===== src/rtl/bp_gshare_ctrl_if.sv =====
// bp_gshare_ctrl_if: fetch, PHT and resolve signals between a core and the gshare controller.
interface bp_gshare_ctrl_if #(parameter int INDEX_WIDTH = 8);
  logic                   fetch_valid_i;
  logic [31:0]            fetch_pc_i;
  logic                   fetch_ready_o;
  logic                   pred_taken_o;
  logic [INDEX_WIDTH-1:0] pht_rd_index_o;
  logic                   pht_prediction_i;
  logic                   resolve_valid_i;
  logic                   resolve_taken_i;
  logic                   pht_update_en_o;
  logic [INDEX_WIDTH-1:0] pht_update_index_o;
  logic                   pht_br_taken_o;
  logic                   mispredict_o;
  logic                   resolve_err_o;
  logic [INDEX_WIDTH-1:0] ghr_o;
  modport slave (
    input  fetch_valid_i, fetch_pc_i, pht_prediction_i, resolve_valid_i, resolve_taken_i,
    output fetch_ready_o, pred_taken_o, pht_rd_index_o, pht_update_en_o, pht_update_index_o,
           pht_br_taken_o, mispredict_o, resolve_err_o, ghr_o
  );
  modport master (
    output fetch_valid_i, fetch_pc_i, pht_prediction_i, resolve_valid_i, resolve_taken_i,
    input  fetch_ready_o, pred_taken_o, pht_rd_index_o, pht_update_en_o, pht_update_index_o,
           pht_br_taken_o, mispredict_o, resolve_err_o, ghr_o
  );
endinterface


===== src/rtl/bp_gshare_ctrl.sv =====
// bp_gshare_ctrl: gshare prediction control with speculative GHR and an in-order FIFO of unresolved branches.
module bp_gshare_ctrl #(
  parameter int INDEX_WIDTH = 8,
  parameter int DEPTH       = 4
) (
  input logic              clk_i,
  input logic              rst_ni,
  bp_gshare_ctrl_if.slave  bus
);
  localparam int PW = $clog2(DEPTH);
  logic [INDEX_WIDTH-1:0] ghr;
  logic [INDEX_WIDTH-1:0] idx_q  [DEPTH];
  logic [INDEX_WIDTH-2:0] hist_q [DEPTH];
  logic [DEPTH-1:0]       pred_q;
  logic [PW-1:0]          wr_ptr, rd_ptr;
  logic [PW:0]            count;
  logic                   push, pop, mis, err;
  always_comb begin
    bus.pht_rd_index_o = bus.fetch_pc_i[INDEX_WIDTH+1:2] ^ ghr;
    bus.pred_taken_o   = bus.pht_prediction_i;
    bus.fetch_ready_o  = !count[PW];
    bus.ghr_o          = ghr;
    pop  = bus.resolve_valid_i && count != '0;
    err  = bus.resolve_valid_i && count == '0;
    mis  = pop && (bus.resolve_taken_i != pred_q[rd_ptr]);
    push = bus.fetch_valid_i && !count[PW] && !mis;
  end
  // Only the low bits of the pre-shift GHR are kept; recovery shifts the top bit out anyway.
  always_ff @(posedge clk_i) begin
    if (push) begin
      idx_q[wr_ptr]  <= bus.pht_rd_index_o;
      hist_q[wr_ptr] <= ghr[INDEX_WIDTH-2:0];
      pred_q[wr_ptr] <= bus.pht_prediction_i;
    end
  end
  always_ff @(posedge clk_i or negedge rst_ni) begin
    if (!rst_ni) begin
      ghr                    <= '0;
      count                  <= '0;
      wr_ptr                 <= '0;
      rd_ptr                 <= '0;
      bus.pht_update_en_o    <= 1'b0;
      bus.pht_update_index_o <= '0;
      bus.pht_br_taken_o     <= 1'b0;
      bus.mispredict_o       <= 1'b0;
      bus.resolve_err_o      <= 1'b0;
    end else begin
      bus.pht_update_en_o    <= pop;
      bus.pht_update_index_o <= pop ? idx_q[rd_ptr] : bus.pht_update_index_o;
      bus.pht_br_taken_o     <= pop ? bus.resolve_taken_i : bus.pht_br_taken_o;
      bus.mispredict_o       <= mis;
      bus.resolve_err_o      <= err;
      ghr    <= mis ? {hist_q[rd_ptr], bus.resolve_taken_i} : push ? {ghr[INDEX_WIDTH-2:0], bus.pht_prediction_i} : ghr;
      count  <= mis ? '0 : count + {{PW{1'b0}}, push} - {{PW{1'b0}}, pop};
      rd_ptr <= mis ? '0 : pop ? rd_ptr + PW'(1) : rd_ptr;
      wr_ptr <= mis ? '0 : push ? wr_ptr + PW'(1) : wr_ptr;
    end
  end
endmodule


===== src/flat_wrapper.sv =====
// flat-port wrapper written by rule: the top's interface ports become plain ports
module bp_gshare_ctrl_flat 
#(
  parameter int INDEX_WIDTH = 8,
  parameter int DEPTH       = 4
)
  (clk_i, rst_ni, bus_fetch_valid_i, bus_fetch_pc_i, bus_pht_prediction_i, bus_resolve_valid_i, bus_resolve_taken_i, bus_fetch_ready_o, bus_pred_taken_o, bus_pht_rd_index_o, bus_pht_update_en_o, bus_pht_update_index_o, bus_pht_br_taken_o, bus_mispredict_o, bus_resolve_err_o, bus_ghr_o);
  bp_gshare_ctrl_if #(.INDEX_WIDTH(INDEX_WIDTH)) bus_i ();
  input logic clk_i;
  input logic rst_ni;
  input wire logic [$bits(bus_i.fetch_valid_i)-1:0] bus_fetch_valid_i;
  input wire logic [$bits(bus_i.fetch_pc_i)-1:0] bus_fetch_pc_i;
  input wire logic [$bits(bus_i.pht_prediction_i)-1:0] bus_pht_prediction_i;
  input wire logic [$bits(bus_i.resolve_valid_i)-1:0] bus_resolve_valid_i;
  input wire logic [$bits(bus_i.resolve_taken_i)-1:0] bus_resolve_taken_i;
  output wire logic [$bits(bus_i.fetch_ready_o)-1:0] bus_fetch_ready_o;
  output wire logic [$bits(bus_i.pred_taken_o)-1:0] bus_pred_taken_o;
  output wire logic [$bits(bus_i.pht_rd_index_o)-1:0] bus_pht_rd_index_o;
  output wire logic [$bits(bus_i.pht_update_en_o)-1:0] bus_pht_update_en_o;
  output wire logic [$bits(bus_i.pht_update_index_o)-1:0] bus_pht_update_index_o;
  output wire logic [$bits(bus_i.pht_br_taken_o)-1:0] bus_pht_br_taken_o;
  output wire logic [$bits(bus_i.mispredict_o)-1:0] bus_mispredict_o;
  output wire logic [$bits(bus_i.resolve_err_o)-1:0] bus_resolve_err_o;
  output wire logic [$bits(bus_i.ghr_o)-1:0] bus_ghr_o;
  assign bus_i.fetch_valid_i = bus_fetch_valid_i;
  assign bus_i.fetch_pc_i = bus_fetch_pc_i;
  assign bus_i.pht_prediction_i = bus_pht_prediction_i;
  assign bus_i.resolve_valid_i = bus_resolve_valid_i;
  assign bus_i.resolve_taken_i = bus_resolve_taken_i;
  assign bus_fetch_ready_o = bus_i.fetch_ready_o;
  assign bus_pred_taken_o = bus_i.pred_taken_o;
  assign bus_pht_rd_index_o = bus_i.pht_rd_index_o;
  assign bus_pht_update_en_o = bus_i.pht_update_en_o;
  assign bus_pht_update_index_o = bus_i.pht_update_index_o;
  assign bus_pht_br_taken_o = bus_i.pht_br_taken_o;
  assign bus_mispredict_o = bus_i.mispredict_o;
  assign bus_resolve_err_o = bus_i.resolve_err_o;
  assign bus_ghr_o = bus_i.ghr_o;
  bp_gshare_ctrl #(.INDEX_WIDTH(INDEX_WIDTH), .DEPTH(DEPTH)) u_core (.clk_i(clk_i), .rst_ni(rst_ni), .bus(bus_i));
endmodule

===== config.mk =====
export PLATFORM = sky130hd
export DESIGN_NAME = bp_gshare_ctrl_flat
export DESIGN_NICKNAME = d
export VERILOG_FILES = /design/src/rtl/bp_gshare_ctrl_if.sv /design/src/rtl/bp_gshare_ctrl.sv /design/src/flat_wrapper.sv
export SDC_FILE = /design/constraint.sdc
export NUM_CORES = 1
export LEC_CHECK = 0
export BUFFER_PORTS_ARGS = -buffer_cell sky130_fd_sc_hd__buf_4
export CELL_PAD_IN_SITES_DETAIL_PLACEMENT = 1
export CELL_PAD_IN_SITES_GLOBAL_PLACEMENT = 1
export CORE_ASPECT_RATIO = 0.8
export CORE_MARGIN = 1
export CORE_UTILIZATION = 46
export DETAILED_ROUTE_END_ITERATION = 6
export PLACE_DENSITY = 0.81
export SLEW_MARGIN = 20
export SYNTH_ARGS = -nofsm -noshare
export SYNTH_HDL_FRONTEND = slang
export SYNTH_SLANG_ARGS = --single-unit

===== constraint.sdc =====
create_clock -name clk_i -period 3.55 [get_ports clk_i]
set_input_delay 0.355 -clock clk_i [delete_from_list [all_inputs] [get_ports clk_i]]
set_output_delay 0.355 -clock clk_i [all_outputs]
set_load 0.01 [all_outputs]

==> results.sh, run 1 <==
export IMPL_die_width_um=102
export IMPL_max_cap_violations=0
export IMPL_grt_pass1_wl_um=11900
export IMPL_holdWs_ns=0.234
export IMPL_drc=0
export IMPL_postRouteAntennaNets=0
export IMPL_fin_crit_ns=2.80
export IMPL_path_max_fanout=14
export IMPL_clk_pin_slew_ns=0.09
export IMPL_crit_arrival_ns=3.04
export IMPL_powerDensity_nw_per_um2=868
export IMPL_ys_ff_latch=91
export IMPL_synth_edff_count=64
export IMPL_viasPerCell=5.33
export IMPL_ios=68
export IMPL_clock_sinks=91
export IMPL_start_util=0.485
export IMPL_final_cell_mix="edfxtp_1 (64), buf_4 (51), nand2_1 (29)"
export IMPL_syn_avg_cell_area_um2=16.5
export IMPL_layout_drive_gt1_share=0.305
export IMPL_reg2reg_depth=10
export IMPL_synth_top_cell_area_share=0.523
export IMPL_crit_path_end_kind="flop"
export IMPL_worstMarginPinSlew_ns=0.599
export IMPL_die_area_um2=8350
export IMPL_min_from="bus_resolve_valid_i"
export IMPL_synth_cells=222
export IMPL_ys_seq_area_frac=0.707
export IMPL_drtPass1Iterations=4
export IMPL_final_core_util=0.578
export IMPL_synthToLayoutAreaGrowth_pct=19.1
export IMPL_worst_path_largest_cell_delay_ns=0.56
export IMPL_n_antenna_cell=0
export IMPL_via_count=2047
export IMPL_h_tree_depth=3
export IMPL_synth_area_um2=3670
export IMPL_cp_depth=10
export IMPL_grt_pass1_vias=2243
export IMPL_globalplace_congestion=0.677
export IMPL_finalNetCount=319
export IMPL_crit_start="u_core.pred_q[2]"
export IMPL_cts_root_buffer="clkbuf_8"
export IMPL_synth_top_flop_cell="edfxtp_1"
export IMPL_async_reset_ff_frac=0.297
export IMPL_status="completed"
export IMPL_hp_class="in -> reg"
export IMPL_critical_path_required_ns=3.79
export IMPL_grt_max_degree=28
export IMPL_synthesis_nets=267
export IMPL_hpwl_um=4730
export IMPL_grt_total_usage=0.202
export IMPL_ir_drop_mv=0.308
export IMPL_critPathBufInv=1
export IMPL_setup_tns_ns=0
export IMPL_cellLeakagePower_nw=1.71
export IMPL_fmax_ghz=0.357
export IMPL_ctsLongestPathBuffers=2
export IMPL_r2r_start="u_core.pred_q[2]"
export IMPL_drt_initial_drc_count=104
export IMPL_cts_made_buffers=9
export IMPL_rsz0062_at_grt="false"
export IMPL_mostFrequentLayoutCell="edfxtp_1"
export IMPL_timing_slew_headroom=0.599
export IMPL_grt_overflow_total=0
export IMPL_path_cells="mux4_2 > xnor2_4 > nand2b_4 > and2_1 > ha_1 > inv_1 > fa_1 > xor2_1 > xnor2_1 > nor2_1"
export IMPL_cp_top_family="XOR/XNOR gates"
export IMPL_synth_cell_types=26
export IMPL_coreArea_um2=7570
export IMPL_cts_tree="built"
export IMPL_yosysWarnings=0
export IMPL_die_y_um=81.9
export IMPL_setup_viol=0
export IMPL_hold_viol=0
export IMPL_wl_per_cell_um=19.6
export IMPL_cts_repair_resize_count=0
export IMPL_slowest_stage="mux4_2"
export IMPL_finClkSkew_ns=0.00932
export IMPL_clock_latency_ns=0.35
export IMPL_yosysTopAreaCell="edfxtp_1"
export IMPL_row_count=28
export IMPL_finalPower_mw=3.80
export IMPL_slew_violations=0
export IMPL_critPathKind="reg -> reg"
export IMPL_wirelength_um=7520
export IMPL_synthTopCellsByArea="edfxtp_1 (52%), dfrtp_1 (18%), mux4_2 (9.8%)"
export IMPL_start_kind="flop"
export IMPL_min_path_cells=2
export IMPL_period_share=0.788
export IMPL_fillerInstances=729
export IMPL_antenna_found_initial=0
export IMPL_port_buffers=43
==> through the flow <==
stage          setup WS, ns  std cells  cell area [um^2]
6_report              0.751        384              4380
5_1_grt               0.532        384              4380
4_1_cts               0.720        384              4380
3_5_place_dp          0.744        367              4130
3_3_place_gp          0.837        367              4130
2_1_floorplan          1.00        222              3670
==> cells in the mapped netlist (all sizes together), types with 4 or more instances <==
cell type,n
a21oi,9
and3,4
buf,7
clkbuf,4
dfrtp,27
edfxtp,64
ha,6
inv,8
mux2i,8
mux4,16
nand2,29
nor2,6
nor3,8
o21ai,4
xor2,10
==> metal layers <==
metal	routed length (um)	vias to the layer above	global-route usage
li1	-	909	-
met1	3310	1087	0.253
met2	3890	40	0.359
met3	240	11	0.0468
met4	82	0	0.0486
met5	0	-	0
==> kinds of logic after synthesis <==
kind of cell | after synthesis | synth area share
AND/OR/NAND/NOR | 54 | 0.0674
buffers and inverters | 19 | 0.0238
flip-flops | 91 | 0.707
adder cells (fa/ha/maj) | 7 | 0.0259
XOR/XNOR | 13 | 0.0361
multiplexers | 24 | 0.120
AO/OA/AOI/OAI | 14 | 0.0198
==> registers in the layout, summed over array words and instances, names as in the netlist, 2 cells and up <==
register	cells
u_core.idx_q	32
u_core.hist_q	28
u_core.bus.ghr_o	8
u_core.bus.pht_update_index_o	8
u_core.pred_q	4
u_core.count	3
u_core.rd_ptr	2
u_core.wr_ptr	2
==> power by group <==
part,switching (mW),internal [mW],leakage [nW],total [mW]
registers,0.196,1.51,0.902,1.70
clock network,0.361,0.438,0.116,0.799
logic,0.689,0.605,0.690,1.29
==> path summary, 6_finish.rpt <==
kind	to	slack, ns
hold reg to reg	u_core.bus.pht_update_index_o[7]	0.49
hold / removal	u_core.bus.resolve_err_o	0.23
setup / recovery	u_core.count[2]	0.75
min in group asynchronous	u_core.bus.pht_update_index_o[7]	0.46
setup reg to reg	u_core.count[2]	0.75
max in group asynchronous	u_core.bus.ghr_o[2]	2.80
==> final cells by class <==
cell class | instances | area (um^2) | area share
Sequential cell | 91 | 2600 | 0.593
Multi-Input combinational cell | 112 | 988 | 0.226
Timing Repair Buffer | 52 | 393 | 0.0898
Clock buffer | 11 | 151 | 0.0346
Tap cell | 105 | 131 | 0.0300
Clock inverter | 5 | 85.1 | 0.0194
Inverter | 8 | 30.0 | 0.00686
==> timing repair <==
action                                 CTS  global route
hold buffers                             1             0
buffers inserted                         0             0
endpoints found under the hold margin   27             0
(Power assumes the default switching activity.)
==> inputs of run 2 (changes only) <==
--- a/config.mk
+++ b/config.mk
@@ -10,9 +10,9 @@
 export CELL_PAD_IN_SITES_GLOBAL_PLACEMENT = 1
 export CORE_ASPECT_RATIO = 0.8
 export CORE_MARGIN = 1
-export CORE_UTILIZATION = 46
+export CORE_UTILIZATION = 41
 export DETAILED_ROUTE_END_ITERATION = 6
-export PLACE_DENSITY = 0.81
+export PLACE_DENSITY = 0.77
 export SLEW_MARGIN = 20
 export SYNTH_ARGS = -nofsm -noshare
 export SYNTH_HDL_FRONTEND = slang
==> constraint.sdc (replaced) <==
create_clock -name clk_i -period 2.5 [get_ports clk_i]
set_input_delay 0.25 -clock clk_i [delete_from_list [all_inputs] [get_ports clk_i]]
set_output_delay 0.25 -clock clk_i [all_outputs]
set_load 0.01 [all_outputs]
==> run 2 against run 1 <==
  * Sequential power up 43%
  * Worst setup slack worse by 0.66 ns
  * Register-to-register slack worse by 0.66 ns
  * Via count up 0.20%
  * Utilization down 6.4 points
  * Combinational power up 51%
  * Fmax up 16%
  * Critical path type unchanged
  * Critical endpoint unchanged
==> results.sh, run 2 (synthesized netlist as in run 1, its figures left out) <==
export IMPL_port_buffers=43
export IMPL_cellLeakagePower_nw=1.72
export IMPL_min_from="bus_resolve_valid_i"
export IMPL_start_util=0.427
export IMPL_fmax_ghz=0.416
export IMPL_grt_use_met2=0.321
export IMPL_largest_reg_flops=32
export IMPL_die_width_um=108
export IMPL_max_cap_violations=0
export IMPL_layout_drive_gt1_share=0.316
export IMPL_finalNetCount=325
export IMPL_status="completed"
export IMPL_r2r_start="u_core.rd_ptr[0]"
export IMPL_use_met3=0.0519
export IMPL_die_y_um=86.7
export IMPL_top_usage_layer="met2"
export IMPL_ff2ff_setup_slack_ns=0.1
export IMPL_grt_pass1_vias=2204
export IMPL_critical_path_required_ns=2.74
export IMPL_drt_initial_drc_count=60
export IMPL_global_route_usage_met1=0.226
export IMPL_postRouteAntennaNets=0
export IMPL_via_count=2051
export IMPL_min_path_cells=2
export IMPL_ir_drop_mv=0.425
export IMPL_hp_class="in -> reg"
export IMPL_viasPerCell=5.17
export IMPL_fin_cells=397
export IMPL_n_antenna_cell=0
export IMPL_mostFrequentLayoutCell="edfxtp_1"
export IMPL_clk_pin_slew_ns=0.09
export IMPL_grt_total_usage=0.183
export IMPL_final_cell_mix="edfxtp_1 (64), buf_4 (53), nand2_1 (29)"
export IMPL_regMostFlops="u_core.idx_q"
export IMPL_cts_root_buffer="clkbuf_8"
export IMPL_period_share=0.962
export IMPL_reg_largest_list="u_core.idx_q x32, u_core.hist_q x28"
export IMPL_path_max_fanout=2
export IMPL_wl_per_cell_um=19.9
export IMPL_wirelength_um=7900
export IMPL_cts_tree="built"
export IMPL_r2r_end="u_core.count[2]"
export IMPL_worstMarginPinSlew_ns=0.531
export IMPL_holdWs_ns=0.113
export IMPL_critPathKind="reg -> reg"
export IMPL_cts_made_buffers=9
export IMPL_powerDensity_nw_per_um2=1190
export IMPL_fillerInstances=841
export IMPL_reg2reg_depth=10
export IMPL_ios=68
export IMPL_row_count=30
export IMPL_clock_latency_ns=0.36
export IMPL_grt_max_degree=28
export IMPL_die_area_um2=9340
export IMPL_place_ws_ns=0.0342
export IMPL_clock_sinks=91
export IMPL_grt_pass1_wl_um=12200
export IMPL_finalPower_mw=5.27
export IMPL_dp_cells=378
export IMPL_h_tree_depth=3
export IMPL_antenna_found_initial=0
export IMPL_worst_slack_ns=0.0959
export IMPL_setup_viol=0
export IMPL_crit_arrival_ns=2.64
export IMPL_hpwl_um=5170
export IMPL_start_kind="flop"
export IMPL_finClkSkew_ns=0.0143
export IMPL_coreArea_um2=8600
export IMPL_synthToLayoutAreaGrowth_pct=20.5
export IMPL_hold_viol=0
export IMPL_ctsLongestPathBuffers=2
export IMPL_globalplace_congestion=0.715
export IMPL_timing_slew_headroom=0.645
export IMPL_fin_crit_ns=2.40
export IMPL_holdPathEnd="u_core.bus.resolve_err_o"
export IMPL_drc=0
export IMPL_grt_overflow_total=0
export IMPL_slew_violations=0
export IMPL_drtPass1Iterations=4
export IMPL_final_core_util=0.515
export IMPL_crit_path_end_kind="flop"
-- run 2: repair_timing --
item | 4_1_cts | 5_1_grt
hold buffers | 1 | 0
buffers inserted | 0 | 2
gates resized for setup | 0 | 1
endpoints found under the setup margin | 0 | 1
hold endpoints to repair | 27 | 0
-- run 2: worst max-delay path by stage --
stage                            to              from
floorplan           u_core.count[2]  u_core.pred_q[2]
global placement    u_core.count[2]  u_core.pred_q[2]
detailed placement  u_core.count[2]  u_core.pred_q[2]
CTS                 u_core.count[2]  u_core.pred_q[2]
global route        u_core.count[2]  u_core.rd_ptr[0]
finish              u_core.count[2]  u_core.rd_ptr[0]
-- run 2: final cells by class --
type	instances	area [um^2]	area share
Clock buffer	11	141	0.0319
Inverter	8	30.0	0.00679
Timing Repair Buffer	58	488	0.110
Multi-Input combinational cell	112	998	0.226
Tap cell	112	140	0.0317
Sequential cell	91	2600	0.587
Clock inverter	5	30.0	0.00679
-- run 2: worst max-delay path: stages, from the launching register on --
cell	delay (ns)
dfrtp_1	0.38
mux4_2	0.58
xnor2_4	0.16
nand2b_4	0.14
and2_1	0.12
ha_1	0.13
inv_1	0.05
fa_2	0.34
xor2_2	0.16
xnor2_1	0.18
nor2_1	0.06
-- run 2: metal layers --
layer,wire length [um],vias to the layer above
met1,3330,1059
met2,4070,58
met3,407,9
met5,0,-
met4,86,0
li1,-,925
-- run 2: power breakdown --
group          internal (mW)  switching, mW  total (mW)
clock network          0.385          0.499       0.884
registers               2.14          0.290        2.43
logic                  0.944           1.01        1.95
-- run 2: metrics by stage --
stage / TNS (ns) / area (um^2)
final: 0 / 4430
after global routing: -0.000674 / 4430
after CTS: 0 / 4400
after detailed placement: 0 / 4220
after global placement: 0 / 4220
after floorplan: -0.0445 / 3680
